--- config.mk ---
export PLATFORM = sky130hd
export DESIGN_NAME = ex_muldiv
export DESIGN_NICKNAME = d
export VERILOG_FILES = /design/src/rtl/cpu_defs.sv /design/src/rtl/ex_muldiv.sv
export SDC_FILE = /design/constraint.sdc
export NUM_CORES = 2
export LEC_CHECK = 0
export CORE_MARGIN = 8
export CORE_UTILIZATION = 45
export CTS_CLUSTER_DIAMETER = 50
export DETAILED_ROUTE_END_ITERATION = 6
export PLACE_DENSITY_LB_ADDON = 0.08
export SYNTH_ARGS = -nofsm -noshare
export SYNTH_HDL_FRONTEND = slang
export SYNTH_SLANG_ARGS = --single-unit
--- constraint.sdc ---
create_clock -name clk -period 1.58 [get_ports clk]
set_input_delay 0.316 -clock clk [delete_from_list [all_inputs] [get_ports clk]]
set_output_delay 0.316 -clock clk [all_outputs]
set_load 0.01 [all_outputs]
--- src/rtl/cpu_defs.sv ---
// Shared CPU types: machine word and decoded operation codes.
// Imported by every pipeline stage.
package cpu_defs;

  typedef logic [31:0] Word_t;

  typedef enum logic [4:0] {
    OP_NOP,
    OP_ADD,
    OP_ADDU,
    OP_SUB,
    OP_SUBU,
    OP_AND,
    OP_OR,
    OP_XOR,
    OP_NOR,
    OP_SLT,
    OP_SLTU,
    OP_SLL,
    OP_SRL,
    OP_SRA,
    OP_LUI,
    OP_MULT,
    OP_MULTU,
    OP_DIV,
    OP_DIVU,
    OP_MTHI,
    OP_MTLO,
    OP_MFHI,
    OP_MFLO,
    OP_LW,
    OP_SW,
    OP_BEQ,
    OP_BNE,
    OP_J,
    OP_JAL,
    OP_JR,
    OP_INVALID
  } Oper_t;

endpackage

--- src/rtl/ex_muldiv.sv ---
// EX-stage multiply/divide unit with HI/LO; 1-cycle MULT, 32-step restoring DIV.
// Ports: clk, rst (async low), ex_op/ex_reg1/ex_reg2, flush -> stall_req, result, hi, lo. Divider needs MULDIV_DIV_EN.
module ex_muldiv
  import cpu_defs::*;
(
  input  logic  clk,
  input  logic  rst,
  input  Oper_t ex_op,
  input  Word_t ex_reg1,
  input  Word_t ex_reg2,
  input  logic  flush,
  output logic  stall_req,
  output Word_t result,
  output Word_t hi,
  output Word_t lo
);

  logic is_mult;
  logic is_multu;
  logic is_div;
  logic is_divu;
  logic is_mthi;
  logic is_mtlo;
  logic is_mfhi;
  logic is_mflo;

  assign is_mult  = (ex_op == OP_MULT);
  assign is_multu = (ex_op == OP_MULTU);
  assign is_div   = (ex_op == OP_DIV);
  assign is_divu  = (ex_op == OP_DIVU);
  assign is_mthi  = (ex_op == OP_MTHI);
  assign is_mtlo  = (ex_op == OP_MTLO);
  assign is_mfhi  = (ex_op == OP_MFHI);
  assign is_mflo  = (ex_op == OP_MFLO);

  // Sign-extend only for MULT; the low 64 bits of
  // the 64x64 product are then the exact result.
  logic [63:0] mul_a;
  logic [63:0] mul_b;
  logic [63:0] prod;

  assign mul_a = {{32{is_mult & ex_reg1[31]}}, ex_reg1};
  assign mul_b = {{32{is_mult & ex_reg2[31]}}, ex_reg2};
  assign prod  = mul_a * mul_b;

  logic  div_wr;
  Word_t div_hi;
  Word_t div_lo;

`ifdef MULDIV_DIV_EN

  typedef enum logic [1:0] {
    DIV_IDLE,
    DIV_BUSY,
    DIV_DONE
  } div_state_t;

  div_state_t  state;
  logic [4:0]  cnt;
  Word_t       rem;
  Word_t       quo;
  Word_t       dvs;
  logic        neg_q;
  logic        neg_r;

  logic        div_start;
  logic        sgn1;
  logic        sgn2;
  Word_t       mag1;
  Word_t       mag2;
  logic [32:0] rem_sh;
  logic [32:0] rem_sub;

  assign sgn1 = is_div & ex_reg1[31];
  assign sgn2 = is_div & ex_reg2[31];
  assign mag1 = sgn1 ? -ex_reg1 : ex_reg1;
  assign mag2 = sgn2 ? -ex_reg2 : ex_reg2;

  // Only IDLE may start: the DIV still held in
  // EX during DIV_DONE must not relaunch.
  assign div_start = (state == DIV_IDLE)
                   & (is_div | is_divu)
                   & (ex_reg2 != '0)
                   & ~flush;

  assign stall_req = rst & ~flush
                   & (div_start | (state == DIV_BUSY));

  // Remainder stays below the divisor, so 32
  // stored bits suffice; the shift needs 33.
  assign rem_sh  = {rem, quo[31]};
  assign rem_sub = rem_sh - {1'b0, dvs};

  assign div_wr = (state == DIV_DONE) & ~flush;
  assign div_lo = neg_q ? -quo : quo;
  assign div_hi = neg_r ? -rem : rem;

  always_ff @(posedge clk or negedge rst) begin
    if (!rst) begin
      state <= DIV_IDLE;
      cnt   <= '0;
      rem   <= '0;
      quo   <= '0;
      dvs   <= '0;
      neg_q <= 1'b0;
      neg_r <= 1'b0;
    end else if (flush) begin
      state <= DIV_IDLE;
    end else begin
      unique case (state)
        DIV_IDLE: begin
          if (div_start) begin
            state <= DIV_BUSY;
            cnt   <= '0;
            rem   <= '0;
            quo   <= mag1;
            dvs   <= mag2;
            neg_q <= sgn1 ^ sgn2;
            neg_r <= sgn1;
          end
        end
        DIV_BUSY: begin
          if (!rem_sub[32]) begin
            rem <= rem_sub[31:0];
            quo <= {quo[30:0], 1'b1};
          end else begin
            rem <= rem_sh[31:0];
            quo <= {quo[30:0], 1'b0};
          end
          cnt <= cnt + 5'd1;
          if (cnt == 5'd31) begin
            state <= DIV_DONE;
          end
        end
        DIV_DONE: begin
          state <= DIV_IDLE;
        end
        default: begin
          state <= DIV_IDLE;
        end
      endcase
    end
  end

`else

  assign stall_req = 1'b0;
  assign div_wr    = 1'b0;
  assign div_hi    = '0;
  assign div_lo    = '0;

`endif

  always_ff @(posedge clk or negedge rst) begin
    if (!rst) begin
      hi <= '0;
      lo <= '0;
    end else if (!flush) begin
      if (div_wr) begin
        hi <= div_hi;
        lo <= div_lo;
      end else if (is_mult | is_multu) begin
        hi <= prod[63:32];
        lo <= prod[31:0];
      end else if (is_mthi) begin
        hi <= ex_reg1;
      end else if (is_mtlo) begin
        lo <= ex_reg1;
      end
    end
  end

  always_comb begin
    result = '0;
    unique case (1'b1)
      is_mfhi: result = hi;
      is_mflo: result = lo;
      default: result = '0;
    endcase
  end

endmodule

==> results_dict.tcl <==
set metrics [dict create \
    ant_nets 0 \
    hp-class "in -> async" \
    yosys_register_bits 64 \
    final_common_cell "inv_1" \
    yosys.area_share.adder 0.6150 \
    grt_first_pass_wirelength_microns 227000 \
    die_w_microns 317.6 \
    io_buffers 167 \
    synthMuxAreaShare 0.0007947 \
    status "finished with violations" \
    start_util 0.4541 \
    syn-num-nets 5959 \
    fmax_ghz 0.1320 \
    worstSetupPathType "in -> reg" \
    slowest_delay_ns 0.66 \
    violations "negative setup slack" \
    path_buf_inv 10 \
    critPathMaxFanout 4 \
    whs_ns 0.4710 \
    syn_inst 4550 \
    layout-drive-gt1-share 0.2778 \
    synth_area_leaders "fa_1 (55%), inv_1 (10%), nand2_1 (7.7%)" \
    hpwlAfterDp_microns 118400 \
    crit_path_end_kind "flop" \
    clock-skew-final_ns 0 \
    setup_slack_ns -5.993 \
    crit_family "adder cells" \
    firstDrtPassIters 5 \
    vias 33444 \
    top_layer_used "met4" \
    max_slew_margin 0.5862 \
    place_congestion 0.9204 \
    io_pins 169 \
    tns_ns -313.89 \
    layout.nets 6706 \
    antenna_found_initial 3 \
    synth_edf_count 0 \
    arrival_ns 7.77 \
    clock_sinks 64 \
    critPathMostFrequentCell "fa_1" \
    cts_max_level 3 \
    hold_violations 0 \
    viasPerCell 5.163 \
    yosys_warnings 0 \
    cpMaxStageDelayCell "fa_2" \
    synth-async-reset-ratio 1.000 \
    wl_microns 146900 \
    drt_iter0_drc 2259 \
    r2r_start "hi[15]" \
    synth.top_cell.area_share 0.5502 \
    dieArea_sq_um 100900 \
    period_share 4.793 \
    slew_viol_final 0 \
    fp-row-count 110 \
    avgRoutedWirePerCell_microns 22.68 \
    drcViolationCount 0 \
    synth_xor_xnor_area_share 0.01626 \
    m1WireLength_microns 57210 \
    grt_max_degree 35 \
    tightest_slew_ns 0.6192 \
    period_needed_ns 7.573 \
    final_cell_mix "inv_1 (1059), fa_1 (1039), nand2_1 (772)" \
    final_util 0.6126 \
    synth.avg_cell_area_sq_um 8.996 \
    synth-simple-area-share 0.1456 \
    fp.dieH_microns 317.6 \
    reg2reg_to "hi[15]" \
    met3_length_microns 7545 \
    cap_violations 0 \
    ys_seq_area_frac 0.03913 \
    path_clk_slew_ns 0.06 \
    diodes 0 \
    syn_area_sq_um 40930 \
    r2r_cells 3 \
    clock_path_buffers 2 \
    yosys.area.top_type "fa_1" \
    synthToLayoutAreaGrowth_pct 34.92 \
    rsz0062_at_grt "true" \
    clockRootBuffer "clkbuf_16" \
    synth_compound_area_frac 0.05429 \
    finalSetupViolCount 159 \
    cts_tree "yes" \
    core_area_sq_um 90150 \
    synth_top_family_by_area "adder cells" \
    route.met2.wl_microns 73930 \
    grt_overflow 0 \
    post-place-ws_ns -6.872 \
    ys.flop_type "dfrtp_1" \
    insertion_delay_ns 0.33 \
    numCtsBuffers 9 \
    grt_pass1_vias 36984 \
    reg2reg_slack_ns 0.57 \
    ys_types 67 \
    worstPathRequired_ns 1.77 \
    grtUsageTotal 0.2937 \
    critPathLaunchType "input pin" \
]
worst max-delay path by stage:
stage	cells after the start	to	start
finish	33	hi[30]	ex_op[1]
detailed placement	28	hi[23]	ex_op[2]
global placement	29	hi[30]	ex_op[2]
global route	33	hi[24]	ex_op[1]
floorplan	30	hi[30]	ex_op[2]
CTS	31	hi[30]	ex_op[1]
flip-flops by register name (all words and copies together) (netlist names):
register	cells
hi	32
lo	32
cells in the mapped netlist, types with 4 or more instances:
master	instances
inv_1	1144
fa_1	1125
nand2_1	839
and2_1	294
clkbuf_1	254
ha_1	212
a21oi_1	109
nor2_1	103
dfrtp_1	64
xnor2_1	53
o21ai_0	40
a21o_1	39
a31oi_1	34
a22o_1	32
and3_1	26
xor2_1	23
nand3_1	19
o21bai_1	11
or2_2	10
o211ai_1	8
o21a_1	8
nand4_1	7
o21ai_1	7
nor3_1	6
a211oi_1	5
a21oi_2	5
o221ai_1	5
a211o_1	4
nor2b_1	4
o211a_1	4
or3_1	4
metal layers:
metal  vias up  GRT usage
li1      14605          -
met1     17524     0.3621
met2      1035     0.5244
met3       280    0.03226
met4         0     0.1189
met5         -          0
final cells by class:
cell class                      count  area, sq um
Clock inverter                      7        96.34
Tap cell                         1176         1471
Inverter                         1144         4315
Clock buffer                        9        225.2
Multi-Input combinational cell   3083        36840
Sequential cell                    64         1602
Fill cell                        7804        34920
Timing Repair inverter              1        7.507
Timing Repair Buffer              994        10670
timing repair:
item / 4_1_cts / 5_1_grt
endpoints found under the setup margin: 160 / 160
pin swaps: 347 / 302
endpoints found under the hold margin: 13 / 0
setup buffers: 132 / 69
resized for setup: 706 / 350
hold buffers: 1 / 0
cloned: 30 / 1
through the flow:
stage	cell area, sq um	cells
5_1_grt	55230	6478
6_report	55230	6478
2_1_floorplan	42560	4550
3_3_place_gp	49770	6256
3_5_place_dp	49770	6256
4_1_cts	54020	6429
cells by family (layout without fill, tap and decap cells):
logic type                 count (synthesis)  count (layout)
AOI/OAI and AO/OA                        338             338
and+or+nand+nor                         1328            1328
adders and majority gates               1337            1337
other                                      1               1
DFF                                       64              64
muxes                                      3               3
buffers and inverters                   1403            2155
xor gates and xnor gates                  76              76
Power is left out: the tool's default activity adds up to more than one toggle a clock period on the data nets, which glitch-free logic cannot reach.
